[config.mk]
export PLATFORM = sky130hd
export DESIGN_NAME = cpu_run_monitor
export DESIGN_NICKNAME = d
export VERILOG_FILES = /design/src/rtl/cpu_mon_pkg.sv /design/src/rtl/cpu_run_monitor_halt_detector.sv /design/src/rtl/cpu_run_monitor.sv
export SDC_FILE = /design/constraint.sdc
export NUM_CORES = 1
export LEC_CHECK = 0
export CAP_MARGIN = 15
export CORE_UTILIZATION = 41
export DETAILED_ROUTE_END_ITERATION = 12
export PLACE_DENSITY_LB_ADDON = 0.25
export SETUP_SLACK_MARGIN = 0.2
export SKIP_CTS_REPAIR_TIMING = 1
export SYNTH_ARGS = -nofsm -noshare
export SYNTH_HDL_FRONTEND = slang
export SYNTH_SLANG_ARGS = --single-unit
[constraint.sdc]
create_clock -name clk -period 5.1 [get_ports clk]
set_clock_uncertainty 0.05 [all_clocks]
set_input_delay 0.51 -clock clk [delete_from_list [all_inputs] [get_ports clk]]
set_output_delay 0.51 -clock clk [all_outputs]
set_load 0.02 [all_outputs]
[src/rtl/cpu_mon_pkg.sv]
// Shared types and defaults for the CPU run monitor.
package cpu_mon_pkg;

  typedef enum logic [1:0] {
    RUN    = 2'd0,
    REPORT = 2'd1,
    DONE   = 2'd2
  } mon_state_t;

  localparam int MON_N_REG      = 16;
  localparam int MON_R_REG      = 17;
  localparam int MON_MAX_CYCLES = 90;

  // Counters stick at all-ones instead of wrapping.
  function automatic logic [31:0] sat_inc(input logic [31:0] v);
    return (v == 32'hFFFF_FFFF) ? v : v + 32'd1;
  endfunction

endpackage

[src/rtl/cpu_run_monitor_halt_detector.sv]
// Branch-to-self detector: flags HALT_REPEAT consecutive edges with an unchanged PC.
module halt_detector #(
  parameter int HALT_REPEAT = 2
) (
  input  logic        clk,
  input  logic        rst,
  input  logic        en_i,
  input  logic [31:0] pc_i,
  output logic        pc_new_o,
  output logic        halt_pulse_o
);

  localparam int CW = (HALT_REPEAT < 2) ? 1 : $clog2(HALT_REPEAT + 1);

  logic [31:0]   pc_q;
  logic          pc_vld_q;
  logic [CW-1:0] same_cnt_q;
  logic          match;

  // The first sampled PC has nothing to compare against.
  assign match        = pc_vld_q && (pc_i == pc_q);
  assign pc_new_o     = pc_vld_q && (pc_i != pc_q);
  assign halt_pulse_o = en_i && match && (same_cnt_q == CW'(HALT_REPEAT - 1));

  always_ff @(posedge clk or posedge rst) begin
    if (rst) begin
      pc_q       <= '0;
      pc_vld_q   <= 1'b0;
      same_cnt_q <= '0;
    end else if (en_i) begin
      pc_q       <= pc_i;
      pc_vld_q   <= 1'b1;
      same_cnt_q <= match ? same_cnt_q + CW'(1) : '0;
    end
  end

endmodule

[src/rtl/cpu_run_monitor.sv]
// Run monitor for the single-cycle MIPS core: counts, halt/timeout detection, result report.
// Optional store tracing is enabled by defining CPU_MON_MEMTRACE_EN.
//
// state  | meaning
// RUN    | program executing; counters, shadows and halt detector live
// REPORT | result presented with res_valid until the host takes it
// DONE   | report accepted; everything held until reset
module cpu_run_monitor
  import cpu_mon_pkg::*;
#(
  parameter int HALT_REPEAT = 2,
  parameter int MAX_CYCLES  = MON_MAX_CYCLES,
  parameter int N_REG       = MON_N_REG,
  parameter int R_REG       = MON_R_REG
) (
  input  logic        clk,
  input  logic        rst,
  input  logic [31:0] pc,
  input  logic        wb_en,
  input  logic [4:0]  wb_addr,
  input  logic [31:0] wb_data,
  input  logic        mem_we,
  input  logic [31:0] mem_addr,
  input  logic [31:0] mem_wdata,
  input  logic        res_ready,
  output logic        res_valid,
  output logic [31:0] res_n,
  output logic [31:0] res_fib,
  output logic        res_timeout,
  output logic [31:0] cycle_cnt,
  output logic [31:0] instr_cnt,
  output logic        busy
`ifdef CPU_MON_MEMTRACE_EN
  ,
  output logic [31:0] st_cnt,
  output logic [31:0] st_last_addr,
  output logic [31:0] st_last_data
`endif
);

  mon_state_t  state_q, state_d;
  logic        timeout_q, timeout_d;
  logic        valid_q, busy_q;
  logic [31:0] res_n_q, res_fib_q, cycle_cnt_q, instr_cnt_q;
  logic        run, pc_new, halt_pulse;

  assign run = (state_q == RUN);

  halt_detector #(.HALT_REPEAT(HALT_REPEAT)) u_halt (
    .clk          (clk),
    .rst          (rst),
    .en_i         (run),
    .pc_i         (pc),
    .pc_new_o     (pc_new),
    .halt_pulse_o (halt_pulse)
  );

  // Halt is checked first so a coincident timeout still reports a clean halt.
  always_comb begin
    state_d   = state_q;
    timeout_d = timeout_q;
    case (state_q)
      RUN: begin
        if (halt_pulse) begin
          state_d   = REPORT;
          timeout_d = 1'b0;
        end else if (cycle_cnt_q == 32'(MAX_CYCLES - 1)) begin
          state_d   = REPORT;
          timeout_d = 1'b1;
        end
      end
      REPORT: if (valid_q && res_ready) state_d = DONE;
      DONE:   state_d = DONE;
      default: state_d = RUN;
    endcase
  end

  always_ff @(posedge clk or posedge rst) begin
    if (rst) begin
      state_q     <= RUN;
      timeout_q   <= 1'b0;
      valid_q     <= 1'b0;
      busy_q      <= 1'b0;
      res_n_q     <= '0;
      res_fib_q   <= '0;
      cycle_cnt_q <= '0;
      instr_cnt_q <= '0;
    end else begin
      state_q   <= state_d;
      timeout_q <= timeout_d;
      valid_q   <= (state_d == REPORT);
      busy_q    <= (state_d == RUN);
      // The halting edge is still a RUN edge, so its write-back and counts land.
      if (run) begin
        cycle_cnt_q <= sat_inc(cycle_cnt_q);
        if (pc_new) instr_cnt_q <= sat_inc(instr_cnt_q);
        if (wb_en && (wb_addr != 5'd0) && (wb_addr == 5'(N_REG))) res_n_q   <= wb_data;
        if (wb_en && (wb_addr != 5'd0) && (wb_addr == 5'(R_REG))) res_fib_q <= wb_data;
      end
    end
  end

  assign res_valid   = valid_q;
  assign res_timeout = timeout_q;
  assign busy        = busy_q;
  assign res_n       = res_n_q;
  assign res_fib     = res_fib_q;
  assign cycle_cnt   = cycle_cnt_q;
  assign instr_cnt   = instr_cnt_q;

`ifdef CPU_MON_MEMTRACE_EN
  logic [31:0] st_cnt_q, st_addr_q, st_data_q;

  always_ff @(posedge clk or posedge rst) begin
    if (rst) begin
      st_cnt_q  <= '0;
      st_addr_q <= '0;
      st_data_q <= '0;
    end else if (run && mem_we) begin
      st_cnt_q  <= sat_inc(st_cnt_q);
      st_addr_q <= mem_addr;
      st_data_q <= mem_wdata;
    end
  end

  assign st_cnt       = st_cnt_q;
  assign st_last_addr = st_addr_q;
  assign st_last_data = st_data_q;
`else
  logic unused_mem;
  assign unused_mem = ^{mem_we, mem_addr, mem_wdata};
`endif

endmodule

== Yosys cells after proc, flatten, opt, wreduce, memory -nomap -nowiden ==
Index checks and enable logic that the tools add are counted.
Word-level totals
  output and inout bits: 131
  register bits after elaboration: 168
  word-level logic and storage cells: 51
  bits of input ports: 138
Operators by class
  add/subtract/negate cells: 3
  muxes and demuxes: 7
  equality and inequality tests: 11
  reductions and logical operators: 17
  bitwise logic cells: 2
Operator list (count)
  adder 32 x 1 -> 32 bit (second input constant): 2
  equality test 32 bit (second input constant): 2
  equality test 32 bit: 1
  equality test 32 x 7 -> 1 bit (second input constant): 1
  inequality test 32 bit: 1
  equality test 5 bit (second input constant): 2
  logical AND 1 bit: 8
  2-to-1 mux 2 bit: 4
  AND reduction 2 bit: 4
  equality test 2 x 1 -> 1 bit (second input constant): 3
  one-hot mux 2 bit (3 select lines): 1
  nonzero test 5 bit: 1
  logical NOT 2 bit: 2
  AND reduction 3 bit: 1
  adder 2 x 1 -> 2 bit (second input constant): 1
  equality test 2 bit (second input constant): 1
  2-to-1 mux 1 bit: 2
  NOT 1 bit: 2
  nonzero test 2 bit: 1

== Depth between registers and ports, before layout ==
Gate-level depths: netlist (run 1).
  word-level depth: 7
  depth in mapped cells: 8
  mapped depth without buffers: 7

== Hierarchy ==
From an unflattened synthesis (run 1), not the netlist that was laid out.
Second synthesis, totals
  cell total of the unflattened synthesis: 580
  area total of the unflattened synthesis: 7469.7 um^2
Modules (own cells, without submodules)
  cpu_run_monitor: instances 1, area an instance 5794.3 um^2, cells each 455
  halt_detector: instances 1, area an instance 1675.4 um^2, cells each 125

== Worst setup path before layout (run 1) ==
OpenSTA, ideal clock, no wires.
  path kind: register to register
  start point: register instr_cnt_q[0] (netlist: instr_cnt[0])
  end point: register instr_cnt_q[1] (netlist: instr_cnt[1])
  clock period less this slack: 2130 ps
  arrival time: 1953 ps
  data required time: 4922 ps
  buffers on the path: 0
  setup time: 128 ps
  cell stages (with the launch flop): 8
  path slack: 2970 ps
  cells stage by stage: dfrtp_1 -> ha_1 -> nand4_1 -> nor4_1 -> nand4_1 -> and2_4 -> nand2_1 -> mux2_1
On the way
  longest elaborated chain between the ends: 3
  elaborated cells between the ends (all ways): 4
  classes of those cells: add/sub: 1; eq/ne: 1; bitwise: 1; reduce/logical: 1
RTL lines
  start: declaration: RTL line cpu_run_monitor.sv:44  | logic [31:0] res_n_q, res_fib_q, cycle_cnt_q, instr_cnt_q;
  start signal: assignment: RTL line cpu_run_monitor.sv:96  | if (pc_new) instr_cnt_q <= sat_inc(instr_cnt_q);
  branches (longest 3 deep; another with adder 32 x 1 -> 32 bit)
Parallel ways; which one is timed is not known.
A chain may end at the register's enable or synchronous reset.

== Worst setup path after layout (run 1) ==
Ends and elaborated chain as after synthesis.

==> flow_metrics.tcl, run 1 <==
set metrics [dict create \
    run_status "finished clean" \
    crit_family "simple AND/OR/NAND/NOR gates" \
    slowest_stage "nand4_1" \
    seq_area_um2 4200 \
    syn_inst 648 \
    p_int_uw 2190 \
    synth-main-ff-cell "dfrtp_1" \
    timing.final.max_slew_violations 0 \
    num-fill-cells 1578 \
    initial_core_util_pct 41.9 \
    crit_buf_inv 0 \
    ys_async_sr_fraction_pct 100 \
    slowest_delay_ns 0.54 \
    numCtsBuffers 17 \
    die_h_um 138 \
    netlist_area_um2 7550 \
    grt_pass1_vias 5388 \
    cts_root_buf "clkbuf_16" \
    die_w_um 138 \
    initialDrtViolationCount 269 \
    ir_worst_vdd_uv 229 \
    yosysMostFrequentCell "dfrtp_1" \
    synth_edf_count 0 \
    area_growth_pct 38.5 \
    start_kind "register" \
    avgSynthCellArea_um2 11.6 \
    drtAntennaViolNets 0 \
    gp_congestion 0.756 \
    die_area_um2 19000 \
    wl_per_cell_um 15.8 \
    pwr-share-comb_pct 3.8 \
    crit_arrival_ns 3.16 \
    tritoncts "done" \
    grt_overflow 0 \
    fin_crit_sh_pct 56.9 \
    clk_pin_slew_ns 0.07 \
    coreArea_um2 18000 \
    drc 0 \
    fp-row-count 49 \
    required_ns 5.36 \
    slew_headroom_pct 44.1 \
    maxCapViolCount 0 \
    cts.htree.levels 4 \
    tightest_slew_ns 0.838 \
    ys_types 50 \
    ys_ff_latch 168 \
    cellLeakagePower_uw 0.00455 \
    routed_wl_um 17300 \
    synth_area_leaders "dfrtp_1 (56%), xnor2_1 (9.7%), mux2_2 (9.5%)" \
    grt_start_max_net_pins 149 \
    yosys.area.top_type "dfrtp_1" \
    fin_nets 996 \
    swShare_pct 22.0 \
    clockBufferDepth 2 \
    io_pins 269 \
    finalHoldViolations 0 \
    worstSkewPairLatency_ns 0.43 \
    finalSetupViolCount 0 \
    io_buffer_count 203 \
    synth_top_area_share_pct 55.7 \
    dr.pass1.iters 6 \
    dr_total_vias 5554 \
    tns_ns 0 \
    p_total_uw 2810 \
    numClockSinks 168 \
    antenna_found_initial 0 \
    dpl.hpwl_um 11900 \
    fin_util_pct 58.0 \
    ys_warn_count 0 \
    fmax_mhz 345 \
    pwr-share-clk_pct 48.8 \
    grt_pass1_wl_um 27600 \
    syn_nets 790 \
    fin_crit_ns 2.90 \
    whs_ns 0.422 \
    critPathMaxFanout 14 \
    multi_input_area_um2 3220 \
    track_usage_pct 18.9 \
    post_route_cells_drive_above_1_share_pct 15.2 \
    min_path_type "input port to asynchronous set/reset pin" \
    synth_common_cells "dfrtp_1 (168), nand2_1 (128), xnor2_1 (84)" \
    crit_path_end_kind "register" \
    p_per_area_nw_per_um2 269 \
    critical_path_class "register to register" \
    crit_chain "ha_1, nand4_1, nor4_1, nand4_1, and2_4, nand2_1, mux2_1" \
    vias_per_cell 5.07 \
    instances_no_fill 1096 \
    placed_cells 1064 \
    rsz0062_at_grt "no" \
    diodes 0 \
    ys_seq_area_share_pct 55.7 \
    power.net_switching_uw 618 \
    cp_common_cell "nand4_1" \
    seq_power_share_pct 47.4 \
]
## stage by stage
step           instance area, µm²  worst slack (ns)
2_1_floorplan                7550              2.40
3_3_place_gp                 9830              2.16
3_5_place_dp                 9830              2.16
4_1_cts                     10500              2.22
5_1_grt                     10500              2.03
6_report                    10500              2.20
## final timing paths
path                       slack (ns)                   end            startpoint  cells after the start
hold / removal                   0.42             res_n[24]                   rst                      2
min in group clk                 0.44  u_halt.same_cnt_q[0]  u_halt.same_cnt_q[0]                      1
max in group asynchronous        3.39         cycle_cnt[22]                   rst                      3
hold reg to reg                  0.44  u_halt.same_cnt_q[0]  u_halt.same_cnt_q[0]                      1
setup / recovery                 2.20          instr_cnt[1]          instr_cnt[0]                      7
setup reg to reg                 2.20          instr_cnt[1]          instr_cnt[0]                      7
## cell families after synthesis
logic type	count (synthesis)	synth area share, %
AND/OR/NAND/NOR	276	20.1
flip-flops	168	55.7
XOR/XNOR	94	10.9
multiplexers	66	9.83
buffers and inverters	29	1.74
AO/OA/AOI/OAI	11	1.04
adder cells (fa/ha/maj)	4	0.663
## sequential cells by signal, summed over array words and instances, names as in the netlist, 2 cells and up
name and count:
u_halt.pc_q 32, res_n 32, res_fib 32, instr_cnt 32, u_halt.same_cnt_q 2, state_q 2
cycle_cnt 32
## power groups by stage
stage                     logic [µW]  clock network, µW  registers (µW)
after floorplan                 32.5                  0            1360
after global placement           109                  0            1360
after detailed placement         108                  0            1360
after CTS                        109               1410            1330
after global routing             118               1450            1330
final                            106               1370            1330
## layout by cell type, fill, tap and decap left out, drive strengths merged, types with 10 or more instances in the layout
cell type / count
and3: 12
and4: 12
clkbuf: 18
clkdlybuf4s50: 203
dfrtp: 168
inv: 15
mux2: 65
nand2: 128
nand3: 38
nand4: 32
nor2: 14
nor3: 14
nor4: 10
xnor2: 84
xor2: 10
## final cells by class
type / count / area share (%)
clock buffers: 18 / 4.20
clock inverters: 14 / 1.78
inverters: 9 / 0.359
multi-input cells: 451 / 30.8
flip-flops and latches: 168 / 40.2
well taps: 229 / 2.74
repair buffers: 207 / 19.8
## routing by layer
layer	up-vias	track usage, %	wire length (µm)
li1	2657	-	-
met1	2712	25.3	7920
met2	167	29.5	7890
met3	18	5.08	1230
met4	0	6.29	230
met5	-	0	0
Power figures use the tool's default switching activity.
==> run 2: changes to the inputs <==
==> constraint.sdc (replaced) <==
create_clock -name clk -period 2.4 [get_ports clk]
set_clock_uncertainty 0.05 [all_clocks]
set_input_delay 0.24 -clock clk [delete_from_list [all_inputs] [get_ports clk]]
set_output_delay 0.24 -clock clk [all_outputs]
set_load 0.02 [all_outputs]
==> run 2 against run 1 <==
Compared with the run above: fmax up 37%; non-clock buffer count up 14; core utilization up 0.90 points; global-route usage up 0.24 points; hold slack worse by 0.26 ns; largest cell class unchanged; highest routed layer unchanged.
==> flow_metrics.tcl, run 2 (synthesis gave the netlist of run 1 again) <==
set metrics [dict create \
    fin_util_pct 58.9 \
    vias_per_cell 5.00 \
    drc 0 \
    start_kind "register" \
    drtAntennaViolNets 0 \
    die_w_um 138 \
    fin_crit_ns 2.12 \
    slew_headroom_pct 63.1 \
    post_route_cells_drive_above_1_share_pct 17.0 \
    clockBufferDepth 2 \
    cellLeakagePower_uw 0.00465 \
    rsz0062_at_grt "yes" \
    io_buffer_count 203 \
    crit_path_end_kind "register" \
    clk_pin_slew_ns 0.07 \
    gp_congestion 0.772 \
    critPathMaxFanout 4 \
    final_cell_mix "clkdlybuf4s50_1 (203), dfrtp_1 (167), nand2_1 (128)" \
    setup_slack_ns 0.285 \
    grt_pass1_vias 5475 \
    finalSetupViolCount 0 \
    timing.final.max_slew_violations 0 \
    dpl.hpwl_um 12600 \
    area_growth_pct 40.6 \
    maxCapViolCount 0 \
    numClockSinks 168 \
    postPlaceCellArea_um2 9970 \
    final_common_cell "clkdlybuf4s50_1" \
    required_ns 2.66 \
    min_path_type "input port to asynchronous set/reset pin" \
    io_pins 269 \
    grt_pass1_wl_um 27900 \
    wl_per_cell_um 15.9 \
    initial_core_util_pct 41.9 \
    p_per_area_nw_per_um2 551 \
    dr_total_vias 5546 \
    fp-row-count 49 \
    worstSkewPairLatency_ns 0.42 \
    instances_no_fill 1110 \
    routed_wl_um 17600 \
    diodes 0 \
    dr.pass1.iters 4 \
    die_area_um2 19000 \
    run_status "finished clean" \
    tightest_slew_ns 0.549 \
    fmax_mhz 473 \
    cts_root_buf "clkbuf_16" \
    cts.htree.levels 4 \
    die_h_um 138 \
    tritoncts "done" \
    place_ws_ns 0.0272 \
    grt_overflow 0 \
    fin_crit_sh_pct 88.1 \
    fin_nets 1010 \
    numCtsBuffers 17 \
    crit_arrival_ns 2.38 \
    ir_worst_vdd_uv 471 \
    coreArea_um2 18000 \
    placed_cells 1077 \
    fin_area_um2 10600 \
    track_usage_pct 19.1 \
    finalHoldViolations 0 \
    initialDrtViolationCount 230 \
    grt_start_max_net_pins 50 \
    critical_path_class "register to register" \
    antenna_found_initial 0 \
    r2r_slack_ns 0.28 \
]
-- run 2: path summary, 6_finish.rpt --
path / from / end / depth (start not counted)
max: instr_cnt[0] / instr_cnt[20] / 7
min in group clk: pc[1] / u_halt.pc_q[1] / 3
max in group asynchronous: rst / res_n[9] / 3
min reg2reg: u_halt.pc_q[20] / u_halt.pc_q[20] / 2
min: rst / res_fib[24] / 2
max reg2reg: instr_cnt[0] / instr_cnt[20] / 7
-- run 2: metal layers --
metal | share of wire, % | up-vias | track usage [%]
li1 | - | 2680 | -
met1 | 45 | 2691 | 24.9
met2 | 47 | 160 | 30.9
met3 | 7.0 | 15 | 5.19
met4 | 1.1 | 0 | 5.86
met5 | 0 | - | 0
-- run 2: power breakdown --
part	internal (µW)	switching [µW]	leakage, µW	total (µW)
combinational	135	101	0.00218	237
sequential	2830	0.0000164	0.00216	2830
clock	1590	1190	0.000298	2780
-- run 2: final cells by class --
class                      instances  area (µm²)
timing repair buffer             221        2230
inverter                           9        37.5
sequential                       168        4210
multi-input combinational        451        3250
clock buffer                      18         439
tap                              229         287
fill                            1531        7410
clock inverter                    14         160
-- run 2: stage by stage --
stage          power [µW]  setup TNS (ns)  hold slack [ns]
6_report             5850               0            0.163
5_1_grt              6050               0            0.177
4_1_cts              5930               0            0.159
3_5_place_dp         3130               0            0.433
3_3_place_gp         3130               0            0.429
2_1_floorplan        2950           -5.16            0.295
-- run 2: critical path, cell delays in order, from the launching register on --
cell	delay, ns
dfrtp_1	0.35
ha_1	0.22
nand4_1	0.21
nor3_1	0.53
nand2_1	0.18
nor3_1	0.21
nand3_1	0.12
xnor2_1	0.14
==> run 3: changes to the inputs <==
--- a/config.mk
+++ b/config.mk
@@ -6,7 +6,7 @@
 export NUM_CORES = 1
 export LEC_CHECK = 0
 export CAP_MARGIN = 15
-export CORE_UTILIZATION = 41
+export CORE_UTILIZATION = 45
 export DETAILED_ROUTE_END_ITERATION = 12
 export PLACE_DENSITY_LB_ADDON = 0.25
 export SETUP_SLACK_MARGIN = 0.2
==> constraint.sdc (replaced) <==
create_clock -name clk -period 2.3 [get_ports clk]
set_clock_uncertainty 0.05 [all_clocks]
set_input_delay 0.23 -clock clk [delete_from_list [all_inputs] [get_ports clk]]
set_output_delay 0.23 -clock clk [all_outputs]
set_load 0.02 [all_outputs]
==> run 3 against run 2 <==
Compared with the run above: via count grew 2.4%; sequential share of layout area about the same; cell area rose by 0.13%; clock power is essentially flat; die area decreased by 8.8%; combinational power up 3%; register-to-register slack lost 0.04 ns; global-route usage is 2.6 points higher; clock-buffer cell count is 1 lower; critical path type unchanged.
==> flow_metrics.tcl, run 3 (synthesis gave the netlist of run 1 again) <==
set metrics [dict create \
    track_usage_pct 21.8 \
    cp_common_cell "nand4_1" \
    crit_family "simple AND/OR/NAND/NOR gates" \
    fin_crit_ns 2.06 \
    whs_endpoint "u_halt.pc_q[24]" \
    tightest_slew_ns 0.515 \
    p_per_area_nw_per_um2 559 \
    grt_pass1_vias 5848 \
    slowest_stage "dfrtp_1" \
    fin_nets 1014 \
    cts_root_buf "clkbuf_16" \
    maxCapViolCount 0 \
    whs_ns 0.330 \
    initialDrtViolationCount 240 \
    cts.htree.levels 4 \
    rsz0062_at_grt "no" \
    slowest_delay_ns 0.40 \
    cellLeakagePower_uw 0.00463 \
    place_ws_ns -0.0150 \
    r2r_end "instr_cnt[6]" \
    drtAntennaViolNets 0 \
    finalSetupViolCount 0 \
    worstSkewPairLatency_ns 0.43 \
    pwr-share-clk_pct 46.2 \
    pwr-share-comb_pct 4.1 \
    die_w_um 132 \
    rr_worst_depth 8 \
    gp_congestion 0.846 \
    swShare_pct 22.6 \
    dpl.hpwl_um 13000 \
    met3_usage_pct 4.98 \
    io_buffer_count 203 \
    diodes 0 \
    dr_total_vias 5680 \
    power.net_switching_uw 1340 \
    crit_path_end_kind "register" \
    worstHoldStart "pc[24]" \
    critPathMaxFanout 13 \
    required_ns 2.59 \
    crit_chain "ha_4, nand4_1, nor4_4, nand4_1, and2_4, buf_4, nand4_1, xnor2_1" \
    routed_wl_um 18100 \
    numCtsBuffers 17 \
    fin_crit_sh_pct 89.4 \
    hold-path-cell-count 3 \
    tritoncts "done" \
    cp.depth 8 \
    numClockSinks 168 \
    grt_pass1_wl_um 29900 \
    p_int_uw 4600 \
    slew_headroom_pct 65.7 \
    run_status "finished clean" \
    area_growth_pct 40.8 \
    crit_buf_inv 1 \
    grt_overflow 0 \
    setup_slack_ns 0.245 \
    post_route_cells_drive_above_1_share_pct 18.3 \
    busiest_layer "met2" \
    clockBufferDepth 2 \
    grtUsageMet2_pct 36.7 \
    initial_core_util_pct 46.8 \
    dr.pass1.iters 4 \
    wl_per_cell_um 16.4 \
    regToRegStartpoint "instr_cnt[0]" \
    coreArea_um2 16100 \
    ir_worst_vdd_uv 502 \
    start_kind "register" \
    crit_arrival_ns 2.35 \
    grt_start_max_net_pins 96 \
    io_pins 269 \
    p_total_uw 5940 \
    fmax_mhz 487 \
    met1_usage_pct 27.4 \
    r2r_slack_ns 0.24 \
    die_h_um 132 \
    critical_path_class "register to register" \
    fp-row-count 46 \
    antenna_found_initial 0 \
    clk_pin_slew_ns 0.07 \
    vias_per_cell 5.16 \
    min_path_type "input port to register" \
    finalHoldViolations 0 \
    final_common_cell "clkdlybuf4s50_1" \
    seq_power_share_pct 49.7 \
    die_area_um2 17300 \
    timing.final.max_slew_violations 0 \
    final_cell_mix "clkdlybuf4s50_1 (203), dfrtp_1 (164), nand2_1 (128)" \
    drc 0 \
]
-- run 3: cell types whose count changed in the layout (fill, tap and decap cells not counted), moves of 2 or more --
cell        change
buf_6           +2
dfrtp_1         -3
nor3_1          -2
buf_12          -2
buf_4           +3
clkinvlp_4      +4
nor3_2          +2
dfrtp_2         +3
-- run 3: worst register-to-register path, delay by kind of cell, from the launching register on --
family        cells  cell delay [ns]
simple gates      5             1.01
flops             1             0.40
buf+inv           1             0.20
fa+ha+maj         1             0.17
xor+xnor          1             0.14
-- run 3: worst max path at each step --
stage | startpoint | endpoint
after floorplan | rst | busy
after global placement | pc[23] | instr_cnt[9]
after detailed placement | pc[14] | instr_cnt[6]
after CTS | instr_cnt[0] | instr_cnt[28]
after global routing | instr_cnt[0] | instr_cnt[12]
final | instr_cnt[0] | instr_cnt[6]
-- run 3: area by class of cell --
| class | count | area, µm² |
|---|---|---|
| tap | 216 | 270 |
| clock inverter | 15 | 143 |
| sequential | 168 | 4210 |
| timing repair buffer | 225 | 2240 |
| multi-input combinational | 451 | 3300 |
| inverter | 9 | 37.5 |
| clock buffer | 17 | 425 |
| fill | 1220 | 5490 |
-- run 3: routing by layer --
layer	wire length [µm]	share of wire, %	vias up
met3	935	5.2	27
li1	-	-	2681
met5	0	0	-
met4	346	1.9	0
met2	8940	49	192
met1	7840	43	2780
-- run 3: through the flow --
| step | std cells | util, % | TNS [ns] | area, µm² |
|---|---|---|---|---|
| 2_1_floorplan | 648 | - | -20.28 | 7550 |
| 3_5_place_dp | 1062 | 61.5 | -0.0150 | 9910 |
| 4_1_cts | 1094 | 65.0 | 0 | 10500 |
| 6_report | 1101 | 65.9 | 0 | 10600 |
| 3_3_place_gp | 1062 | 61.5 | 0 | 9910 |
| 5_1_grt | 1101 | 65.9 | 0 | 10600 |
-- run 3: power groups by stage --
stage	Combinational, µW	Sequential (µW)	Clock [µW]
3_3_place_gp	240	3010	0
6_report	244	2950	2750
2_1_floorplan	72.1	3010	0
4_1_cts	247	2950	2800
3_5_place_dp	246	3010	0
5_1_grt	269	2950	2940
